===== src/rtl/operand_encoder_pkg.sv =====
// operand_encoder_pkg: operand-mode codes, FSM states and widths shared by the
// operand encoder and the operand handler.
package operand_encoder_pkg;
  localparam int IMM_W = 21;
  localparam int SHAMT_W = 5;
  typedef enum logic [2:0] {
    S_EQ     = 3'd0,
    S_SIMM10 = 3'd1,
    S_SIMM13 = 3'd2,
    S_HI21   = 3'd3,
    S_SRL    = 3'd4,
    S_SRA    = 3'd5,
    S_SLL    = 3'd6,
    S_ZERO   = 3'd7
  } mode_e;
  typedef enum logic [1:0] {IDLE, CHECK, SEARCH, DONE} state_e;
  function automatic logic is_search(mode_e s);
    return s inside {S_SRL, S_SRA, S_SLL};
  endfunction
  // True when n survives truncation to a w-bit two's-complement field.
  function automatic logic fits_signed(logic [31:0] n, int w);
    logic [31:0] t;
    t = $signed(n) >>> (w - 1);
    return t == '0 || t == '1;
  endfunction
endpackage


===== src/rtl/operand_encoder_if.sv =====
// operand_encoder_if: request/result handshake bundle of the operand encoder.
import operand_encoder_pkg::*;
interface operand_encoder_if;
  logic             in_valid;
  logic             in_ready;
  logic [31:0]      N;
  logic [31:0]      RB;
  logic [2:0]       S;
  logic             out_valid;
  logic             out_ready;
  logic [IMM_W-1:0] I;
  logic             ok;
  modport master (output in_valid, N, RB, S, out_ready, input in_ready, out_valid, I, ok);
  modport slave  (input in_valid, N, RB, S, out_ready, output in_ready, out_valid, I, ok);
endinterface


===== src/rtl/operand_encoder_oh_shifter.sv =====
// oh_shifter: register shift used by the operand handler for modes 4/5/6.
module oh_shifter
  import operand_encoder_pkg::*;
(
  input  logic [31:0]        rb,
  input  mode_e              s,
  input  logic [SHAMT_W-1:0] amt,
  output logic [31:0]        y
);
  logic [31:0] sra;
  assign sra = $signed(rb) >>> amt;
  always_comb y = s == S_SRL ? rb >> amt : s == S_SRA ? sra : s == S_SLL ? rb << amt : '0;
endmodule


===== src/rtl/operand_encoder.sv =====
// operand_encoder: finds the immediate field I that makes the operand handler
// reproduce N in mode S, checking directly or searching all shift amounts.
module operand_encoder
  import operand_encoder_pkg::*;
(
  input logic              clk,
  input logic              rst_n,
  operand_encoder_if.slave bus
);
  state_e             state_q, state_d;
  logic [SHAMT_W-1:0] amt_q, amt_d;
  logic [31:0]        n_q, n_d, rb_q, rb_d;
  mode_e              s_q, s_d;
  logic [IMM_W-1:0]   i_q, i_d, chk_i;
  logic               ok_q, ok_d, chk_ok, hit;
  logic [31:0]        sh;

  oh_shifter u_sh (.rb(rb_q), .s(s_q), .amt(amt_q), .y(sh));

  assign hit = sh == n_q;

  always_ff @(posedge clk or negedge rst_n)
    if (!rst_n) begin
      state_q <= IDLE;
      amt_q   <= '0;
      n_q     <= '0;
      rb_q    <= '0;
      s_q     <= S_EQ;
      i_q     <= '0;
      ok_q    <= 1'b0;
    end else begin
      state_q <= state_d;
      amt_q   <= amt_d;
      n_q     <= n_d;
      rb_q    <= rb_d;
      s_q     <= s_d;
      i_q     <= i_d;
      ok_q    <= ok_d;
    end

  always_comb begin
    state_d = state_q;
    case (state_q)
      IDLE:    if (bus.in_valid) state_d = is_search(mode_e'(bus.S)) ? SEARCH : CHECK;
      CHECK:   state_d = DONE;
      SEARCH:  if (hit || amt_q == '1) state_d = DONE;
      DONE:    if (bus.out_ready) state_d = IDLE;
      default: state_d = IDLE;
    endcase
  end

  // Direct encodability of the non-shift modes, evaluated on the captured request.
  always_comb begin
    chk_ok = 1'b0;
    chk_i  = '0;
    case (s_q)
      S_EQ:     chk_ok = n_q == rb_q;
      S_SIMM10: begin
        chk_ok = fits_signed(n_q, 10);
        chk_i  = {10'b0, n_q[9:0], n_q[31]};
      end
      S_SIMM13: begin
        chk_ok = fits_signed(n_q, 13);
        chk_i  = {7'b0, n_q[12:0], n_q[31]};
      end
      S_HI21: begin
        chk_ok = n_q[10:0] == '0;
        chk_i  = n_q[31:11];
      end
      S_ZERO:   chk_ok = n_q == '0;
      default:  chk_ok = 1'b0;
    endcase
  end

  // The shift field holds 31-amt, i.e. the bitwise complement of amt.
  always_comb begin
    n_d   = n_q;
    rb_d  = rb_q;
    s_d   = s_q;
    amt_d = amt_q;
    i_d   = i_q;
    ok_d  = ok_q;
    if (state_q == IDLE && bus.in_valid) begin
      n_d   = bus.N;
      rb_d  = bus.RB;
      s_d   = mode_e'(bus.S);
      amt_d = '0;
    end
    if (state_q == CHECK) begin
      ok_d = chk_ok;
      i_d  = chk_ok ? chk_i : '0;
    end
    if (state_q == SEARCH) begin
      amt_d = amt_q + SHAMT_W'(1);
      ok_d  = hit;
      i_d   = hit ? {11'b0, ~amt_q, 5'b0} : '0;
    end
  end

  always_comb begin
    bus.in_ready  = state_q == IDLE;
    bus.out_valid = state_q == DONE;
    bus.I         = i_q;
    bus.ok        = ok_q;
  end
endmodule


===== src/flat_wrapper.sv =====
// flat-port wrapper written by rule: the top's interface ports become plain ports
module operand_encoder_flat import operand_encoder_pkg::*;
  (clk, rst_n, bus_in_valid, bus_N, bus_RB, bus_S, bus_out_ready, bus_in_ready, bus_out_valid, bus_I, bus_ok);
  operand_encoder_if bus_i ();
  input logic clk;
  input logic rst_n;
  input wire logic [$bits(bus_i.in_valid)-1:0] bus_in_valid;
  input wire logic [$bits(bus_i.N)-1:0] bus_N;
  input wire logic [$bits(bus_i.RB)-1:0] bus_RB;
  input wire logic [$bits(bus_i.S)-1:0] bus_S;
  input wire logic [$bits(bus_i.out_ready)-1:0] bus_out_ready;
  output wire logic [$bits(bus_i.in_ready)-1:0] bus_in_ready;
  output wire logic [$bits(bus_i.out_valid)-1:0] bus_out_valid;
  output wire logic [$bits(bus_i.I)-1:0] bus_I;
  output wire logic [$bits(bus_i.ok)-1:0] bus_ok;
  assign bus_i.in_valid = bus_in_valid;
  assign bus_i.N = bus_N;
  assign bus_i.RB = bus_RB;
  assign bus_i.S = bus_S;
  assign bus_i.out_ready = bus_out_ready;
  assign bus_in_ready = bus_i.in_ready;
  assign bus_out_valid = bus_i.out_valid;
  assign bus_I = bus_i.I;
  assign bus_ok = bus_i.ok;
  operand_encoder u_core (.clk(clk), .rst_n(rst_n), .bus(bus_i));
endmodule

===== config.mk =====
export PLATFORM = sky130hd
export DESIGN_NAME = operand_encoder_flat
export DESIGN_NICKNAME = d
export VERILOG_FILES = /design/src/rtl/operand_encoder_pkg.sv /design/src/rtl/operand_encoder_if.sv /design/src/rtl/operand_encoder_oh_shifter.sv /design/src/rtl/operand_encoder.sv /design/src/flat_wrapper.sv
export SDC_FILE = /design/constraint.sdc
export NUM_CORES = 1
export LEC_CHECK = 0
export ABC_AREA = 1
export BUFFER_PORTS_ARGS = -buffer_cell sky130_fd_sc_hd__buf_2
export CAP_MARGIN = 30
export CORE_UTILIZATION = 50
export CTS_CLUSTER_DIAMETER = 50
export CTS_CLUSTER_SIZE = 40
export DETAILED_ROUTE_END_ITERATION = 6
export PLACE_DENSITY = 0.7
export SYNTH_ARGS = -nofsm -noshare
export SYNTH_HDL_FRONTEND = slang
export SYNTH_SLANG_ARGS = --single-unit
export TNS_END_PERCENT = 1

===== constraint.sdc =====
create_clock -name clk -period 2.4 [get_ports clk]
set_input_delay 0.24 -clock clk [delete_from_list [all_inputs] [get_ports clk]]
set_output_delay 0.24 -clock clk [all_outputs]
set_load 0.01 [all_outputs]

==> impl_results.rst <==
.. list-table::
   :header-rows: 1

   * - Metric
     - Value
   * - Remaining design rule violation count
     - 4
   * - Number of nets with antenna violations after detailed routing
     - 0
   * - Critical Path AT
     - 3.07 ns
   * - Antenna Cells
     - 0
   * - Synth Flop Type
     - dfrtp_1
   * - Number of primary I/O pins
     - between 90 and 100
   * - Detailed Routing Iterations Pass 1
     - 7
   * - Number of synthesized register bits
     - 96
   * - Max Fclk
     - 0.360 GHz
   * - TritonCTS clock tree
     - done
   * - Starting density of the core
     - 51.7%
   * - Final net count
     - 1857
   * - Synthesized instance count
     - between 1500 and 2000
   * - Relative max-transition margin
     - 60.4%
   * - YS warnings
     - 0
   * - Overall routing resource usage
     - a little under half
   * - Final Power
     - 20.1 mW
   * - Slowest library cell on the worst path
     - dfrtp_1
   * - Worst hold slack
     - 0.0695 ns
   * - Via total after detailed routing
     - 12400
   * - Multi-input gate area
     - 0.00636 mm²
   * - Number of enable-type register cells in the synthesized netlist
     - 0
   * - Area of all sequential standard cells
     - 0.00241 mm²
   * - Cell type with the highest aggregate area in the netlist
     - dfrtp_1
   * - Vias in the first global route
     - 11200
   * - Measured slew at the worst slew-check pin
     - about 0.59 ns
   * - Filler cell count in the final layout
     - 1573
   * - Sequential element share of the synthesized area
     - between 20% and 30%
   * - Latest clock arrival within the worst-skew pair
     - between 0.3 and 0.4 ns
   * - Uppermost layer routed
     - met5
   * - Wire length on met1
     - 16.6 mm
   * - Setup repair after global routing missed its margin
     - yes
   * - Crit path setup slack, layout
     - -0.380 ns
   * - Total Die Area
     - 0.0186 mm²
   * - CP Class
     - reg -> reg
   * - HPWL after detailed placement
     - around 34 mm
   * - Final critical-path share of the clock period
     - 116%
   * - Detail Route met2 WL
     - approximately 18 mm
   * - Largest clock skew in the final design
     - 0.0131 ns
   * - Largest net degree at the start of global routing
     - 69
   * - Cell types with the largest area share after synthesis
     - dfrtp_1 (27%), nand2_1 (24%), nand3_1 (22%)
   * - Startpoint types
     - flop
   * - Clock slew at reported path FFs
     - 0.08 ns
   * - Deepest level of the CTS H-tree
     - 3
   * - Clock sink count
     - 96
   * - Detail-routed net length per standard cell
     - approximately 22 µm
   * - Number of buffers inserted during clock tree synthesis
     - 9
   * - Syn nets
     - 1609
   * - Cell Chain, Critical Path
     - buf_6, buf_12, nand2_1, buf_4, nand3_1, nand3_1, nand2_2, nand2_1, nand3_1, nand2_1, inv_1, nand2_1, nand2_1, nand2_1, nor2_2, nand2_1, nor2_2, nand2_2, nor2_4, nand3_2, a21oi_2
   * - First-pass GRT wire length
     - 64.0 mm
   * - Share of final-layout standard cells stronger than drive strength 1
     - 28.5%
   * - Dominant cell type by count on the critical path
     - nand2_1
   * - Number of port buffers
     - between 90 and 100
   * - Worst vdd rail ir drop
     - 1200 µV
   * - Via count normalized by instance count
     - 6.19
   * - Total length of routed met3 wires
     - 6.11 mm
   * - Outcome
     - finished, violations left
   * - CTS root buffer
     - clkbuf_16
   * - Largest fanout on the critical path
     - 7
   * - Share of flip-flops with an asynchronous set or reset after synthesis
     - 100%
   * - Tightest Hold Check Type
     - in -> reg
   * - Number of buffers on the longest clock path
     - 2
   * - Starting DRT DRC Count
     - 1851
   * - Share of the synthesized area in the top cell type
     - around a quarter
   * - Worst stage delay on the critical path
     - 0.39 ns
   * - Synth Area per Inst
     - 5.90 µm²
   * - Post-synthesis to final-layout area growth
     - 34.4%
   * - RD Place Congestion
     - 1.06
   * - Number of distinct library cells after synthesis
     - 41
   * - Synthesized cell area
     - ~0.009 mm²
   * - Count leader, synth
     - nand2_1
   * - Core area
     - ~0.017 mm²
   * - Static Leak
     - 6.20 nW
   * - List of most frequent post-synthesis cells
     - nand2_1 (566), nand3_1 (404), dfrtp_1 (96)
   * - Dpl ws
     - -0.531 ns
   * - Number of slew-limit violations in the final report
     - 0
   * - Pwr Density
     - 1650 mW/mm²
   * - Die Wd
     - 136 µm
   * - Number of endpoints failing setup at the final stage
     - 8
   * - Number of max-capacitance violations reported
     - 0
   * - Failing checks
     - DRC, setup timing
   * - Antenna violations before repair
     - 1
   * - Data required, critical path
     - approximately 2.7 ns
   * - DRT Wirelength
     - 43.6 mm
   * - Row count
     - 48
   * - Gr ovfl total
     - 0
   * - Final Hold Vio Count
     - 0
   * - Capturing element type of the critical path
     - flop
   * - Height of the chip
     - ~140 µm
   * - Minimum clock period after layout
     - 2.78 ns
where the power goes:
part	total [mW]	leakage [nW]	switching [mW]	internal, mW
logic	15.2	4.85	9.67	5.57
registers	3.38	1.21	1.12	2.26
clock network	1.47	0.134	0.673	0.799
final timing paths:
kind                       slack (ns)                   startpoint  cells past startpoint                          end
max                             -0.38  u_core.amt_q[0]$_DFFE_PN0P_                     21  u_core.bus.I[5]$_DFFE_PN0P_
min                              0.07                   bus_RB[23]                      3  u_core.rb_q[23]$_DFFE_PN0P_
max reg2reg                     -0.38  u_core.amt_q[0]$_DFFE_PN0P_                     21  u_core.bus.I[5]$_DFFE_PN0P_
min reg2reg                      0.52  u_core.bus.I[6]$_DFFE_PN0P_                      2  u_core.bus.I[6]$_DFFE_PN0P_
max in group asynchronous        1.21                        rst_n                      3    u_core.n_q[9]$_DFFE_PN0P_
min in group asynchronous        0.36                        rst_n                      2  u_core.rb_q[10]$_DFFE_PN0P_
metrics by stage:
stage | cell area [µm²] | setup TNS, ns | util [%] | instances
2_1_floorplan | 9030 | 0 | - | 1532
3_3_place_gp | 11200 | -3.76 | 64.1 | 1989
3_5_place_dp | 11200 | -3.94 | 64.1 | 1989
4_1_cts | 11900 | -1.74 | 68.0 | 2007
5_1_grt | 12100 | -4.36 | 69.5 | 2008
6_report | 12100 | -2.94 | 69.5 | 2008
worst max-delay path: cells and delay by family (launching register included):
kind                   cells  cell delay (ns)
AO/OA/AOI/OAI              1             0.13
buffers and inverters      4             0.55
flip-flops                 1             0.39
AND/OR/NAND/NOR           16             1.58
cell usage in the layout (no fill, tap or decap), types with 13 or more instances in the layout:
cell type  count
inv_1         88
nand3_1      353
nand2_1      520
nand3_2       52
nand4_1       35
nor2_1        34
a21oi_1       20
buf_4        208
o21ai_0       56
nand2_2       49
buf_12        13
xnor2_1       15
nor2_2        20
o22ai_1       13
buf_2         93
dfrtp_1       91
metal layers:
layer	GRT usage [%]	vias to the layer above
met3	15.1	183
met4	29.4	2
li1	-	5619
met1	62.5	5716
met5	0	-
met2	66.1	902
state kept, by name, summed over array words and instances, names as in the netlist:
signal,cells
u_core.amt_q,5
u_core.bus.I,21
u_core.bus.ok,1
u_core.n_q,32
u_core.rb_q,32
u_core.s_q,3
u_core.state_q,2
final cells by class:
class / count / area share, %
Timing Repair Buffer: 323 / 19.8
Tap cell: 225 / 2.32
Multi-Input combinational cell: 1248 / 52.4
Sequential cell: 96 / 19.8
Clock buffer: 9 / 1.85
Clock inverter: 5 / 0.484
Inverter: 101 / 3.25
Timing Repair inverter: 1 / 0.0515
cell families after synthesis:
| kind of cell | after synthesis | share of synthesized area [%] |
|---|---|---|
| xor+xnor | 22 | 2.13 |
| fa+ha+maj | 6 | 0.831 |
| compound gates | 122 | 7.69 |
| simple gates | 1097 | 53.5 |
| flops | 96 | 26.6 |
| buf+inv | 189 | 9.29 |
what timing repair did:
action	4_1_cts	5_1_grt
buffers inserted	1	0
endpoints found under the setup margin	24	24
hold buffers	1	0
hold endpoints to repair	34	0
gates resized for setup	93	63
pin swaps	21	20
gates cloned	2	1
Power figures use the tool's default switching activity.
